==> src/rtl/vc_vr_mc_pkg.sv <==
// Shared types and width helpers for the multi-channel valid/credit to valid/ready converter.
// No logic; no latency; no backpressure.
package vc_vr_mc_pkg;

    localparam int CH_IDX_W       = 8;
    localparam int DEF_CREDIT_NUM = 4;

    // Wide channel index for internal arbitration arithmetic; truncated at the ports.
    typedef logic [CH_IDX_W-1:0] ch_idx_t;

    function automatic int ch_width(input int ch_num);
        return (ch_num > 1) ? $clog2(ch_num) : 1;
    endfunction

    function automatic int cnt_width(input int credit_num);
        return $clog2(credit_num + 1);
    endfunction

endpackage

==> src/rtl/vc_vr_ch_fifo.sv <==
// One virtual channel: circular buffer, occupancy, pending-credit counter with registered credit.
// Head visible one cycle after write; credit pulse starts the cycle after a pop.
// Backpressure: caller must not write when full or read when empty.
module vc_vr_ch_fifo
    import vc_vr_mc_pkg::*;
#(
    parameter int DATA_WIDTH = 8,
    parameter int CREDIT_NUM = DEF_CREDIT_NUM,
    localparam int CNT_WIDTH = cnt_width(CREDIT_NUM)
) (
    input  logic                  clk,
    input  logic                  rst_n,
    input  logic                  wr_en,
    input  logic [DATA_WIDTH-1:0] wr_data,
    input  logic                  rd_en,
    output logic [DATA_WIDTH-1:0] head_data,
    output logic                  empty,
    output logic                  full,
    output logic                  credit
);

    localparam int PTR_W = (CREDIT_NUM > 1) ? $clog2(CREDIT_NUM) : 1;
    localparam logic [PTR_W-1:0]     PTR_LAST = PTR_W'(CREDIT_NUM - 1);
    localparam logic [CNT_WIDTH-1:0] CNT_FULL = CNT_WIDTH'(CREDIT_NUM);

    logic [DATA_WIDTH-1:0] mem [CREDIT_NUM];
    logic [PTR_W-1:0]      wr_ptr;
    logic [PTR_W-1:0]      rd_ptr;
    logic [CNT_WIDTH-1:0]  occ;
    logic [CNT_WIDTH-1:0]  pend;
    logic [CNT_WIDTH-1:0]  pend_nxt;

    function automatic logic [PTR_W-1:0] ptr_inc(input logic [PTR_W-1:0] p);
        return (p == PTR_LAST) ? '0 : p + 1'b1;
    endfunction

    assign empty     = (occ == '0);
    assign full      = (occ == CNT_FULL);
    assign head_data = mem[rd_ptr];
    assign pend_nxt  = pend + CNT_WIDTH'(rd_en) - CNT_WIDTH'(credit);

    always_ff @(posedge clk) begin
        if (wr_en) begin
            mem[wr_ptr] <= wr_data;
        end
    end

    // Pending starts at CREDIT_NUM so the initial grant falls out of the same counter.
    always_ff @(posedge clk or negedge rst_n) begin
        if (!rst_n) begin
            wr_ptr <= '0;
            rd_ptr <= '0;
            occ    <= '0;
            pend   <= CNT_FULL;
            credit <= 1'b0;
        end else begin
            if (wr_en) begin
                wr_ptr <= ptr_inc(wr_ptr);
            end
            if (rd_en) begin
                rd_ptr <= ptr_inc(rd_ptr);
            end
            occ    <= occ + CNT_WIDTH'(wr_en) - CNT_WIDTH'(rd_en);
            pend   <= pend_nxt;
            credit <= (pend_nxt != '0);
        end
    end

endmodule

==> src/rtl/vc_vr_mc_converter.sv <==
// Multi-channel valid/credit to valid/ready converter, round-robin over non-empty channels (VC_VR_MC_ERR_EN adds err_o).
// Latency: one cycle from accepted beat to m_* when its channel is granted.
// Backpressure: grant held while m_valid_o && !m_ready_i; upstream throttled purely by per-channel credits.
module vc_vr_mc_converter
    import vc_vr_mc_pkg::*;
#(
    parameter int DATA_WIDTH = 8,
    parameter int CREDIT_NUM = DEF_CREDIT_NUM,
    parameter int CH_NUM     = 2,
    localparam int CH_WIDTH  = ch_width(CH_NUM)
) (
    input  logic                  clk,
    input  logic                  rst_n,
    input  logic [DATA_WIDTH-1:0] s_data_i,
    input  logic                  s_valid_i,
    input  logic [CH_WIDTH-1:0]   s_ch_i,
    output logic [CH_NUM-1:0]     s_credit_o,
    output logic [DATA_WIDTH-1:0] m_data_o,
    output logic [CH_WIDTH-1:0]   m_ch_o,
    output logic                  m_valid_o,
`ifdef VC_VR_MC_ERR_EN
    output logic                  err_o,
`endif
    input  logic                  m_ready_i
);

    logic [CH_NUM-1:0]     wr_en;
    logic [CH_NUM-1:0]     rd_en;
    logic [CH_NUM-1:0]     ch_empty;
    logic [CH_NUM-1:0]     ch_full;
    logic [DATA_WIDTH-1:0] head_data [CH_NUM];
    ch_idx_t               rr_ptr;
    ch_idx_t               rr_gnt;
    ch_idx_t               gnt;
    ch_idx_t               gnt_q;
    logic                  locked_q;
    logic                  found;
    logic                  pop;

    for (genvar c = 0; c < CH_NUM; c++) begin : g_ch
        // Out-of-range s_ch_i matches no channel, so such beats are dropped here.
        assign wr_en[c] = s_valid_i && (s_ch_i == CH_WIDTH'(c)) && !ch_full[c];
        assign rd_en[c] = pop && (gnt == ch_idx_t'(c));

        vc_vr_ch_fifo #(
            .DATA_WIDTH (DATA_WIDTH),
            .CREDIT_NUM (CREDIT_NUM)
        ) u_fifo (
            .clk       (clk),
            .rst_n     (rst_n),
            .wr_en     (wr_en[c]),
            .wr_data   (s_data_i),
            .rd_en     (rd_en[c]),
            .head_data (head_data[c]),
            .empty     (ch_empty[c]),
            .full      (ch_full[c]),
            .credit    (s_credit_o[c])
        );
    end

    always_comb begin
        rr_gnt = '0;
        found  = 1'b0;
        for (int i = 0; i < CH_NUM; i++) begin
            for (int c = 0; c < CH_NUM; c++) begin
                if (!found && !ch_empty[c] && (c == (int'(rr_ptr) + i) % CH_NUM)) begin
                    rr_gnt = ch_idx_t'(c);
                    found  = 1'b1;
                end
            end
        end
    end

    assign gnt       = locked_q ? gnt_q : rr_gnt;
    assign m_valid_o = |(~ch_empty);
    assign pop       = m_valid_o && m_ready_i;

    always_comb begin
        m_data_o = '0;
        m_ch_o   = '0;
        for (int c = 0; c < CH_NUM; c++) begin
            if (m_valid_o && (gnt == ch_idx_t'(c))) begin
                m_data_o = head_data[c];
                m_ch_o   = CH_WIDTH'(c);
            end
        end
    end

    always_ff @(posedge clk or negedge rst_n) begin
        if (!rst_n) begin
            rr_ptr   <= '0;
            gnt_q    <= '0;
            locked_q <= 1'b0;
        end else begin
            locked_q <= m_valid_o && !m_ready_i;
            gnt_q    <= gnt;
            if (pop) begin
                rr_ptr <= ch_idx_t'((int'(gnt) + 1) % CH_NUM);
            end
        end
    end

`ifdef VC_VR_MC_ERR_EN
    logic drop;
    assign drop = s_valid_i && !(|wr_en);

    always_ff @(posedge clk or negedge rst_n) begin
        if (!rst_n) begin
            err_o <= 1'b0;
        end else if (drop) begin
            err_o <= 1'b1;
        end
    end

    a_no_drop: assert property (@(posedge clk) disable iff (!rst_n) !drop)
        else $error("vc_vr_mc_converter: beat dropped (overflow or illegal channel)");
`endif

endmodule
==> config.mk <==
export PLATFORM = sky130hd
export DESIGN_NAME = vc_vr_mc_converter
export DESIGN_NICKNAME = d
export VERILOG_FILES = /design/src/rtl/vc_vr_mc_pkg.sv /design/src/rtl/vc_vr_ch_fifo.sv /design/src/rtl/vc_vr_mc_converter.sv
export SDC_FILE = /design/constraint.sdc
export NUM_CORES = 1
export LEC_CHECK = 0
export ABC_AREA = 1
export CORE_MARGIN = 2
export CORE_UTILIZATION = 45
export DETAILED_ROUTE_END_ITERATION = 7
export SYNTH_ARGS = -nofsm -noshare
export SYNTH_HDL_FRONTEND = slang
export SYNTH_HIERARCHICAL = 1
export SYNTH_SLANG_ARGS = --single-unit
export TNS_END_PERCENT = 5
==> constraint.sdc <==
create_clock -name clk -period 3.95 [get_ports clk]
set_input_delay 0.395 -clock clk [delete_from_list [all_inputs] [get_ports clk]]
set_output_delay 0.395 -clock clk [all_outputs]
set_load 0.1 [all_outputs]
=== Word level (Yosys, flattened, before mapping) ===
Memories as Yosys holds them, arrays and structs flattened.
Cells that the tools add are included.

* $add $sub $neg: 14
* Eq/ne operators: 8
* Muxes and demuxes: 18
* Bitwise gates (word level): 3
* Reductions and logical operators: 33

{| class="wikitable"
|+ Operator list
! kind !! number
|-
| logical NOT 32 bit || 2
|-
| two-way mux 8 bit || 4
|-
| logical AND 1 bit || 17
|-
| adder 3 x 1 -> 3 bit || 4
|-
| subtractor 3 x 1 -> 3 bit || 4
|-
| two-way mux 1 bit || 10
|-
| adder 2 x 1 -> 2 bit, second input constant || 4
|-
| == test 2 bit, second input constant || 4
|-
| == test 8 x 1 -> 1 bit, second input constant || 1
|-
| logical NOT 1 bit || 8
|-
| logical NOT 8 bit || 1
|-
| two-way mux 2 bit || 4
|-
| == test 3 bit, second input constant || 2
|-
| logical NOT 3 bit || 2
|-
| nonzero test 3 bit || 2
|-
| adder 1 bit, second input constant || 2
|-
| == test 2 bit, first input constant || 1
|-
| inverter 2 bit || 1
|-
| OR reduction 2 bit || 1
|-
| AND 1 bit, first input constant || 1
|-
| inverter 1 bit || 1
|}

* Bits in registers: 32
* Bits in writable memories: 64
* Input bits: 13
* Word-level logic and storage cells: 91
* Memories kept: 2

{| class="wikitable"
|+ Memory list
! name !! words !! bits a word !! rd ports !! clocked after memory_dff !! wr ports !! RTL line !! text
|-
| g_ch[0].u_fifo.mem || 4 || 8 || 1 || 0 || 1 || vc_vr_ch_fifo.sv:26 || <nowiki>logic [DATA_WIDTH-1:0] mem [CREDIT_NUM];</nowiki>
|-
| g_ch[1].u_fifo.mem || 4 || 8 || 1 || 0 || 1 || vc_vr_ch_fifo.sv:26 ||
|}

=== Longest topological paths before layout ===
Gate-level depths: netlist of run 1.

* Depth after elaboration: 22
* Gate-level depth with buffers: 14
* Mapped depth without buffers: 14

=== Hierarchy ===
Netlist of run 1, hierarchy kept.

{| class="wikitable"
|+ Modules (own cells, without submodules)
! module !! instances !! cells an instance !! area each (sq um) !! sequential area each (sq um)
|-
| vc_vr_ch_fifo at g_ch[1].u_fifo || 1 || 163 || 1904.3 || 1237.4
|-
| vc_vr_ch_fifo at g_ch[0].u_fifo || 1 || 162 || 1901.8 || 1237.4
|-
| vc_vr_mc_converter || 1 || 82 || 743.2 || 250.2
|}

=== Worst setup path after synthesis of run 1 ===
OpenSTA, ideal clock, no wires.

* Kind: reg2reg
* From: reg g_ch[1].u_fifo.occ[1]
* To: reg g_ch[0].u_fifo.occ[2]
* Data arrival time: 3.076 ns
* Required time: 3.885 ns
* Setup slack: 0.809 ns
* Stages on the path, launching flop included: 13
* Buffers on the path: 0
* Period minus slack after synthesis: 3.141 ns
* Cell sequence: dfrtp_1 > nor3_1 > nand2_1 > inv_2 > nor2_8 > nand2_2 > nor2_2 > ha_1 > inv_1 > ha_1 > fa_1 > nand3b_1 > nand2_1

* Elaborated cells on any way between the ends: 22

{| class="wikitable"
|+ RTL lines
! what !! RTL line !! text
|-
| start, declared || vc_vr_ch_fifo.sv:29 || <nowiki>logic [CNT_WIDTH-1:0] occ;</nowiki>
|-
| start signal, assigned || vc_vr_ch_fifo.sv:63 || <nowiki>occ <= occ + CNT_WIDTH'(wr_en) - CNT_WIDTH'(rd_en);</nowiki>
|-
| logical NOT 3 bit || vc_vr_ch_fifo.sv:37 || <nowiki>assign empty = (occ == '0);</nowiki>
|-
| named net ch_empty[1] || vc_vr_mc_converter.sv:29 || <nowiki>logic [CH_NUM-1:0] ch_empty;</nowiki>
|-
| inverter 2 bit || vc_vr_mc_converter.sv:75 || <nowiki>assign m_valid_o = |(~ch_empty);</nowiki>
|-
| OR reduction 2 bit || vc_vr_mc_converter.sv:75 ||
|-
| named net m_valid_o || vc_vr_mc_converter.sv:20 || <nowiki>output logic m_valid_o,</nowiki>
|-
| logical AND 1 bit || vc_vr_mc_converter.sv:76 || <nowiki>assign pop = m_valid_o && m_ready_i;</nowiki>
|-
| logical AND 1 bit || vc_vr_mc_converter.sv:43 || <nowiki>assign rd_en[c] = pop && (gnt == ch_idx_t'(c));</nowiki>
|-
| named net rd_en[0] || vc_vr_mc_converter.sv:28 || <nowiki>logic [CH_NUM-1:0] rd_en;</nowiki>
|-
| subtractor 3 x 1 -> 3 bit || vc_vr_ch_fifo.sv:63 ||
|-
| end signal, assigned || vc_vr_ch_fifo.sv:63 ||
|-
| end, declared || vc_vr_ch_fifo.sv:29 ||
|}

The timed path passes the listed nets, and every way through them passes these cells.
A chain may end at the register's enable or synchronous reset.

=== Final worst setup path of run 1 ===
* From: reg g_ch[1].u_fifo.occ[1]
* To: out m_valid_o

* Cells in the longest elaborated chain, start to end: 3

{| class="wikitable"
|+ Ends and longest elaborated chain
! what !! RTL line
|-
| logical NOT 3 bit || vc_vr_ch_fifo.sv:37
|-
| named net ch_empty[1] || vc_vr_mc_converter.sv:29
|-
| inverter 2 bit || vc_vr_mc_converter.sv:75
|-
| OR reduction 2 bit || vc_vr_mc_converter.sv:75
|-
| end, declared || vc_vr_mc_converter.sv:20
|}

The timed path passes the listed nets, and every way through them passes these cells.

==> flow_summary.yaml, run 1 <==
run_status:
  status: "completed"
grt:
  grt_pass1_vias: 2650
  globalRouteMet3Util_pct: 2.43
  overflow: 0
  gr-max-usage-layer: "met2"
  grt_max_degree: 36
  use_met2_pct: 25.1
  gr-usage-all-layers_pct: 15.8
  met1_usage_pct: 22.0
  antenna_found_initial: 0
  grt_pass1_wl_um: 13400
worst_setup_path:
  startpoint_type: "flop"
  crit_path_top_delay_cell: "clkdlybuf4s50_1"
  critical_path_class: "flop to output pin"
  startpoint: "g_ch[1].u_fifo/occ[1]"
  timing.rr.start: "g_ch[1].u_fifo/occ[1]"
  r2r_setup_slack_ns: 1.31
  end_kind: "output pin"
  worst_ep_required_time_ns: 3.56
  arrival_ns: 2.40
  worstPathMaxFanout: 3
  cp_cell_sequence: "nor3_1, nand2_1, clkdlybuf4s50_1"
  critPathMaxStageDelay_ns: 1.02
cts:
  cts_setup_buffers: 0
  clock_latency_ns: 0.35
  cts_max_path_buffers: 2
  cts_tree: "done"
  clkTransAtPathRegs_ns: 0.08
  hold_buffers: 0
  cts.root.buffer_cell: "clkbuf_8"
  htreeDepth: 3
  cts.repair.resized: 0
  cts_buffers: 9
  cts.sinks: 96
synth:
  ys_warn_count: 6
  synth_edf_count: 64
  synth_commonest_cells: "nand2_1, inv_1, edfxtp_1"
  yosysMostFrequentCell: "nand2_1"
  synthCells: 407
  ys.flop_type: "edfxtp_1"
  synth_cell_types: 30
  syn_area_mm2: 0.00455
  postSynth.asyncResetShare_pct: 33.3
  syn_nets: 442
  synth.top_cell.area_share_pct: 42.2
  synth-seq-cells: 96
  yosysSeqAreaShare_pct: 59.9
  yosysTopAreaCell: "edfxtp_1"
  syn_area_per_cell_um2: 11.2
  synth_area_leaders: "edfxtp_1, dfrtp_1, nand2_1"
floorplanning:
  die-area_mm2: 0.0109
  io_pins: 25
  start_util_pct: 46.5
  die_h_um: 105
  die_width_um: 105
  fp.coreArea_mm2: 0.00977
  rows: 36
routing:
  ant_nets: 0
  drc: 0
  drtIter0Drc: 101
  via_count: 2687
  drt_wl_total_um: 7750
  vias_per_cell: 4.72
  wl_per_cell_um: 13.6
  drt-pass1-iter-count: 4
timing:
  fmax_ghz: 0.357
  hold_viol: 0
  finalMaxSlewViolations: 0
  slew_headroom_pct: 31.9
  tns_ns: 0
  worst_slew_pin_slew_ns: 1.02
  period_share_pct: 70.8
  skew_ns: 0.00892
  holdWs_ns: 0.433
  setup_viol: 0
  min_period_ns: 2.80
  rsz0062_at_grt: "false"
placement:
  hpwlAfterDp_um: 5370
  gp_congestion: 0.736
  portBuffers: 24
  placed_area_mm2: 0.00481
pwr:
  ir_worst_vdd_v: 0.000442
  cellLeakagePower_nw: 2.30
  cellPowerDensity_mw_per_mm2: 809
finish:
  final_cell_area_mm2: 0.00500
  drive_gt1_share_pct: 12.8
  area_growth_pct: 9.85
  nNetsFinal: 466
  antenna_cells: 0
flow_run:
  max-cap-violations: 0
hold_path:
  min_path_type: "primary input to async pin"
## cell usage in the layout, fill, tap and decap left out, types with 2 or more instances in the layout
cell type        instances
nand2_1                 99
inv_1                   76
edfxtp_1                64
o211ai_1                32
dfrtp_1                 30
ha_1                    18
clkdlybuf4s50_1         15
nand3_1                 13
nor2_1                  10
buf_4                   10
nand3_2                  9
clkbuf_8                 9
o21ai_0                  6
inv_2                    5
a21oi_1                  5
fa_1                     4
nand2_4                  3
nand2_2                  3
nor3_1                   3
clkinv_2                 3
o21ai_2                  2
nor2_8                   2
clkinvlp_4               2
nand3b_1                 2
dfstp_2                  2
## final cells by class
| type | count | area (µm²) |
|---|---|---|
| Clock buffer | 10 | 128 |
| Clock inverter | 6 | 60.1 |
| Fill cell | 887 | 4780 |
| Inverter | 81 | 304 |
| Multi-Input combinational cell | 218 | 1390 |
| Sequential cell | 96 | 2730 |
| Tap cell | 133 | 166 |
| Timing Repair Buffer | 25 | 225 |
## logic make-up after synthesis
family,share of synthesized area [%]
adders and majority gates,6.71
DFF,59.9
and+or+nand+nor,16.5
buffers and inverters,9.57
AOI/OAI and AO/OA,7.34
## sequential cells by signal (all words and copies together) (netlist names)
register and cells:
g_ch.u_fifo/credit 2, g_ch.u_fifo/occ 6, g_ch.u_fifo/rd_ptr 4, rr_ptr 1, g_ch.u_fifo/wr_ptr 4, gnt_q 8, g_ch.u_fifo/pend 6, locked_q 1
g_ch.u_fifo/mem 64
## where the power goes
| part | switching (mW) | internal [mW] |
|---|---|---|
| combinational | 1.38 | 0.547 |
| clock | 0.330 | 0.290 |
| sequential | 0.211 | 1.28 |
| total | 1.92 | 2.12 |
## stage by stage
step / util, % / instances / worst slack (ns) / power [mW]
after detailed placement: 49.2 / 553 / 1.30 / 3.47
after global routing: 51.1 / 569 / 1.05 / 4.36
after global placement: 49.2 / 553 / 1.37 / 3.44
after CTS: 51.1 / 569 / 1.13 / 4.10
final: 51.1 / 569 / 1.15 / 4.04
after floorplan: - / 407 / 0.809 / 3.11
## per-layer routing
| metal | vias up | share of wire [%] | wire (µm) |
|---|---|---|---|
| li1 | 1373 | - | - |
| met1 | 1273 | 47 | 3640 |
| met2 | 36 | 48 | 3710 |
| met3 | 5 | 4.5 | 347 |
| met4 | 0 | 0.71 | 55 |
| met5 | - | 0 | 0 |
## path summary, 6_finish.rpt
path	endpoint	depth (start not counted)
hold / removal	g_ch[1].u_fifo/pend[0]	2
setup reg to reg	g_ch[0].u_fifo/occ[2]	13
hold reg to reg	g_ch[1].u_fifo/pend[2]	2
min in group clk	g_ch[1].u_fifo/pend[2]	2
setup / recovery	m_valid_o	3
max in group asynchronous	g_ch[0].u_fifo/pend[2]	2
## worst max-delay path: cells and delay by family, from the launching register on
family,cells,cell delay (ns)
DFF,1,0.40
buffers and inverters,1,1.02
and+or+nand+nor,2,0.63
No activity file was read; power rests on OpenSTA's default activity.
==> run 2, diff against run 1 <==
- PLACE_DENSITY: not set -> 0.65
- clock period: 3.95 -> 2.2 ns (I/O delays scaled with it)
==> run 2 against run 1 <==
Against the previous run:
- critical path depth is 7 higher
- clock skew is 0.00081 ns higher
- utilization is 5.6 points higher
- register-to-register slack worse by 1.3 ns
- count of clock-buffer cells in the layout is 2 higher
- worst hold slack worse by 0.18 ns
- flip-flop and latch count stayed put
- clock power is 85% higher
- final cell count is 5.1% higher
- sequential power is 68% higher
- first-iteration DRC count is 11% lower
- critical path type unchanged
- largest cell class unchanged
==> flow_summary.yaml, run 2 (synthesized netlist as in run 1, its figures left out) <==
grt:
  grt_pass1_vias: 2770
  grt_pass1_wl_um: 13400
  gr-usage-all-layers_pct: 16.0
  overflow: 0
  antenna_found_initial: 0
  grt_max_degree: 36
pwr:
  cellPowerDensity_mw_per_mm2: 1520
  cellLeakagePower_nw: 2.51
  ir_worst_vdd_v: 0.000736
  finalPower_mw: 8.42
  internal_power_mw: 4.64
  p_switching_mw: 3.78
  p_comb_share_pct: 56.6
  power_frac_seq_pct: 29.8
  p_sw_share_pct: 44.9
  p_clk_share_pct: 13.6
routing:
  drtIter0Drc: 90
  vias_per_cell: 4.72
  via_count: 2823
  ant_nets: 0
  wl_per_cell_um: 13.5
  drc: 0
  drt-pass1-iter-count: 4
  drt_wl_total_um: 8050
cts:
  cts.root.buffer_cell: "clkbuf_8"
  cts_max_path_buffers: 2
  clock_latency_ns: 0.37
  clkTransAtPathRegs_ns: 0.08
  cts_tree: "done"
  htreeDepth: 3
  cts.sinks: 96
  cts_buffers: 9
worst_setup_path:
  startpoint: "g_ch[0].u_fifo/occ[0]"
  cp_cell_sequence: "nor3_2, inv_1, nand2_2, nand2_4, buf_6, a21oi_4, buf_12, nand3_1, nand2_2, buf_12"
  critPathMaxStageDelay_ns: 0.40
  r2r-end: "g_ch[1].u_fifo/occ[2]"
  startpoint_type: "flop"
  worst_ep_required_time_ns: 1.98
  r2r_setup_slack_ns: 0.04
  timing.rr.start: "g_ch[0].u_fifo/occ[0]"
  worstPathMaxFanout: 8
  arrival_ns: 1.98
  crit_end: "m_data_o[6]"
  end_kind: "output pin"
  crit_path_top_delay_cell: "dfrtp_1"
  critical_path_class: "flop to output pin"
  rr_worst_depth: 13
finish:
  largest_reg_flops: 64
  layout_commonest_cell: "nand2_1"
  antenna_cells: 0
  final_cell_area_mm2: 0.00555
  area_growth_pct: 22.0
  nNetsFinal: 495
  drive_gt1_share_pct: 25.8
  most-common-layout-cells: "nand2_1, inv_1, edfxtp_1"
  reg_top3: "g_ch.u_fifo/mem: 64 flops, gnt_q: 8 flops"
  top_register: "g_ch.u_fifo/mem"
floorplanning:
  die-area_mm2: 0.0109
  start_util_pct: 46.5
  die_h_um: 105
  io_pins: 25
  rows: 36
  die_width_um: 105
  fp.coreArea_mm2: 0.00977
timing:
  min_period_ns: 2.20
  fmax_ghz: 0.455
  finalMaxSlewViolations: 0
  hold_viol: 0
  skew_ns: 0.00973
  slew_headroom_pct: 71.3
  period_share_pct: 100
  rsz0062_at_grt: "true"
  worst_slew_pin_slew_ns: 0.431
  setup_viol: 0
placement:
  portBuffers: 24
  hpwlAfterDp_um: 5570
  placed_area_mm2: 0.00512
  gp_congestion: 0.765
hold_path:
  min_path_type: "primary input to async pin"
run_status:
  status: "completed"
flow_run:
  max-cap-violations: 0
[run 2: cell count changes in the layout (fill, tap and decap cells not counted), sizes merged]
cell and change:
clkinvlp -1, buf +32, clkinv -1, clkdlybuf4s50 -3
clkbuf +2
[run 2: worst max-delay path: cells and delay by family, from the launching register on]
kind	cells	cell delay (ns)
compound gates	1	0.13
simple gates	5	0.57
flops	1	0.40
buf+inv	4	0.51
[run 2: final cells by class]
type	instances	area [µm²]
Clock buffer	12	145
Clock inverter	4	55.1
Fill cell	801	4230
Inverter	81	309
Multi-Input combinational cell	218	1580
Sequential cell	96	2730
Tap cell	133	166
Timing Repair Buffer	54	572
[run 2: metal layers]
layer	global-route usage (%)	wire length [µm]	vias up	part of all wire, %
met3	3.56	275	10	3.4
met5	0	0	-	0
met4	6.08	99	0	1.2
li1	-	-	1428	-
met1	20.0	3580	1348	45
met2	27.0	4090	37	51
[run 2: power groups by stage]
stage               Clock (mW)  Sequential, mW  Combinational (mW)
finish                    1.15            2.51                4.77
CTS                       1.19            2.51                4.72
floorplan                    0            2.54                3.05
detailed placement           0            2.55                4.41
global placement             0            2.53                4.31
global route              1.25            2.55                5.15
[run 2: timing repair]
item                       4_1_cts  5_1_grt
hold buffers                     0        0
setup endpoints to repair       14       16
pin swaps                       17       17
setup buffers                    3        1
resized for setup               33       11
hold endpoints to repair         0        0
[run 2: worst min-delay path by stage]
stage,to,cells after the start,from
2_1_floorplan,g_ch[0].u_fifo/credit,0,rst_n
3_3_place_gp,g_ch[1].u_fifo/pend[2],2,g_ch[1].u_fifo/pend[2]
3_5_place_dp,g_ch[1].u_fifo/pend[2],2,g_ch[1].u_fifo/pend[2]
4_1_cts,g_ch[1].u_fifo/wr_ptr[1],2,rst_n
5_1_grt,g_ch[0].u_fifo/wr_ptr[1],2,rst_n
6_report,g_ch[1].u_fifo/wr_ptr[1],2,rst_n
[run 2: metrics by stage]
stage / utilization (%) / cells / setup slack, ns / setup TNS, ns / hold slack, ns
after floorplan: - / 407 / -0.355 / -1.51 / -0.0756
after CTS: 56.1 / 597 / -0.0373 / -0.255 / 0.245
after detailed placement: 52.4 / 578 / -0.157 / -0.436 / 0.483
after global placement: 52.4 / 578 / -0.0624 / -0.104 / 0.478
after global routing: 56.8 / 598 / -0.116 / -1.25 / 0.290
final: 56.8 / 598 / 0.000981 / 0 / 0.250
==> run 3, diff against run 2 <==
- SETUP_SLACK_MARGIN: not set -> 0.2
==> run 3 against run 2 <==
Against the previous run:
- the run now ends with negative setup slack left
- fmax shrank 0.38%
- flip-flop and latch count unchanged
- sequential power about the same
- power increased by 1.6%
- cell area up 3.3%
- die area unchanged
- global-route usage increased by 0.45 points
- final cell count rose by 0.67%
- clock power shrank 11%
==> flow_summary.yaml, run 3 (synthesized netlist as in run 1, its figures left out) <==
finish:
  drive_gt1_share_pct: 29.2
  largest_reg_flops: 64
  antenna_cells: 0
  nNetsFinal: 499
  final_cell_area_mm2: 0.00573
  layout_commonest_cell: "nand2_1"
  post-route-util_pct: 58.7
  most-common-layout-cells: "nand2_1, inv_1, edfxtp_1"
  reg_top3: "g_ch.u_fifo/mem: 64 flops, gnt_q: 8 flops"
  area_growth_pct: 26.0
  top_register: "g_ch.u_fifo/mem"
cts:
  clkTransAtPathRegs_ns: 0.09
  cts.sinks: 96
  cts.root.buffer_cell: "clkbuf_8"
  cts_max_path_buffers: 2
  cts_buffers: 9
  cts_tree: "done"
  clock_latency_ns: 0.36
  hold_buffers: 0
  htreeDepth: 3
run_status:
  status: "finished with violations"
  failed_checks: "negative setup slack"
timing:
  finalMaxSlewViolations: 0
  worst_slew_pin_slew_ns: 0.426
  hold_viol: 0
  skew_ns: 0.00997
  fmax_ghz: 0.453
  slew_headroom_pct: 71.6
  min_period_ns: 2.21
  holdWs_ns: 0.254
  worst_slack_ns: -0.00751
  setup_viol: 2
  tns_ns: -0.00877
  period_share_pct: 100
  rsz0062_at_grt: "true"
worst_setup_path:
  end_kind: "flop"
  startpoint_type: "flop"
  worstPathMaxFanout: 7
  cp_common_cell: "ha_4"
  critical_path_class: "flop to flop"
  worst_ep_required_time_ns: 2.50
  arrival_ns: 2.51
  crit_path_top_delay_cell: "dfrtp_1"
  cp_cell_sequence: "buf_12, buf_6, nand2_4, inv_4, nor3_4, nand3_2, nor2_4, ha_4, inv_2, ha_4, fa_2, nand3b_1, nand2_1"
  critPathMaxStageDelay_ns: 0.42
routing:
  drt_wl_total_um: 8240
  drt-pass1-iter-count: 4
  vias_per_cell: 4.70
  wl_met2_um: 4090
  met3_length_um: 226
  via_count: 2832
  wl_per_cell_um: 13.7
  ant_nets: 0
  m1WireLength_um: 3850
  top_layer_used: "met4"
  drc: 0
  drtIter0Drc: 80
placement:
  portBuffers: 24
  placed_area_mm2: 0.00514
  gp_congestion: 0.755
  hpwlAfterDp_um: 5510
grt:
  grt_pass1_wl_um: 13800
  grt_pass1_vias: 2860
  grt_max_degree: 36
  antenna_found_initial: 0
  overflow: 0
  gr-usage-all-layers_pct: 16.4
pwr:
  ir_worst_vdd_v: 0.000825
  cellPowerDensity_mw_per_mm2: 1490
  finalPower_mw: 8.55
  cellLeakagePower_nw: 2.49
floorplanning:
  rows: 36
  die-area_mm2: 0.0109
  fp.coreArea_mm2: 0.00977
  start_util_pct: 46.5
  io_pins: 25
  die_width_um: 105
  die_h_um: 105
flow_run:
  max-cap-violations: 0
hold_path:
  min_path_type: "primary input to async pin"
run 3: cell count changes in the layout (fill, tap and decap cells not counted), sizes merged:
cell | previous run | this run
buf | 42 | 46
bufinv | 1 | 0
clkbuf | 12 | 9
clkinv | 2 | 4
clkinvlp | 1 | 9
inv | 81 | 75
run 3: layer usage:
| layer | global-route usage [%] | up-vias |
|---|---|---|
| met3 | 3.31 | 4 |
| met4 | 6.76 | 0 |
| met2 | 26.4 | 28 |
| met5 | 0 | - |
| li1 | - | 1446 |
| met1 | 21.8 | 1354 |
run 3: final timing paths:
kind | startpoint | to | slack, ns | depth (start not counted)
max | locked_q | g_ch[1].u_fifo/occ[2] | -0.008 | 13
min | rst_n | g_ch[1].u_fifo/pend[1] | 0.25 | 2
max in group asynchronous | rst_n | g_ch[0].u_fifo/pend[2] | 1.61 | 2
min reg2reg | g_ch[1].u_fifo/pend[2] | g_ch[1].u_fifo/pend[2] | 0.50 | 2
max reg2reg | locked_q | g_ch[1].u_fifo/occ[2] | -0.008 | 13
min in group clk | m_ready_i | locked_q | 0.45 | 2
run 3: stage by stage:
stage | instances | worst slack (ns)
6_report | 602 | -0.00751
5_1_grt | 602 | -0.120
4_1_cts | 597 | -0.00960
3_5_place_dp | 574 | -0.146
3_3_place_gp | 574 | -0.0852
2_1_floorplan | 407 | -0.137
run 3: power breakdown:
part	leakage [nW]	internal [mW]	switching, mW
Clock	0.0851	0.411	0.609
Sequential	0.967	2.30	0.232
Combinational	1.44	1.88	3.11
Total	2.49	4.60	3.96
run 3: final cells by class:
| cell class | instances | area (µm²) |
|---|---|---|
| well taps | 133 | 166 |
| clock inverters | 7 | 46.3 |
| multi-input cells | 218 | 1690 |
| repair buffers | 58 | 639 |
| clock buffers | 9 | 124 |
| flip-flops and latches | 96 | 2730 |
| fillers | 801 | 4040 |
| inverters | 81 | 344 |
run 3: worst max-delay path: cells and delay by family, from the launching register on:
kind	cells	cell delay, ns
buffers and inverters	4	0.35
AND/OR/NAND/NOR	6	0.75
flip-flops	1	0.42
adder cells (fa/ha/maj)	3	0.64
run 3: timing repair:
item                       4_1_cts  5_1_grt
pin swaps                       13       28
resized for setup               20       47
setup endpoints to repair       19       51
buffers inserted                 7        5
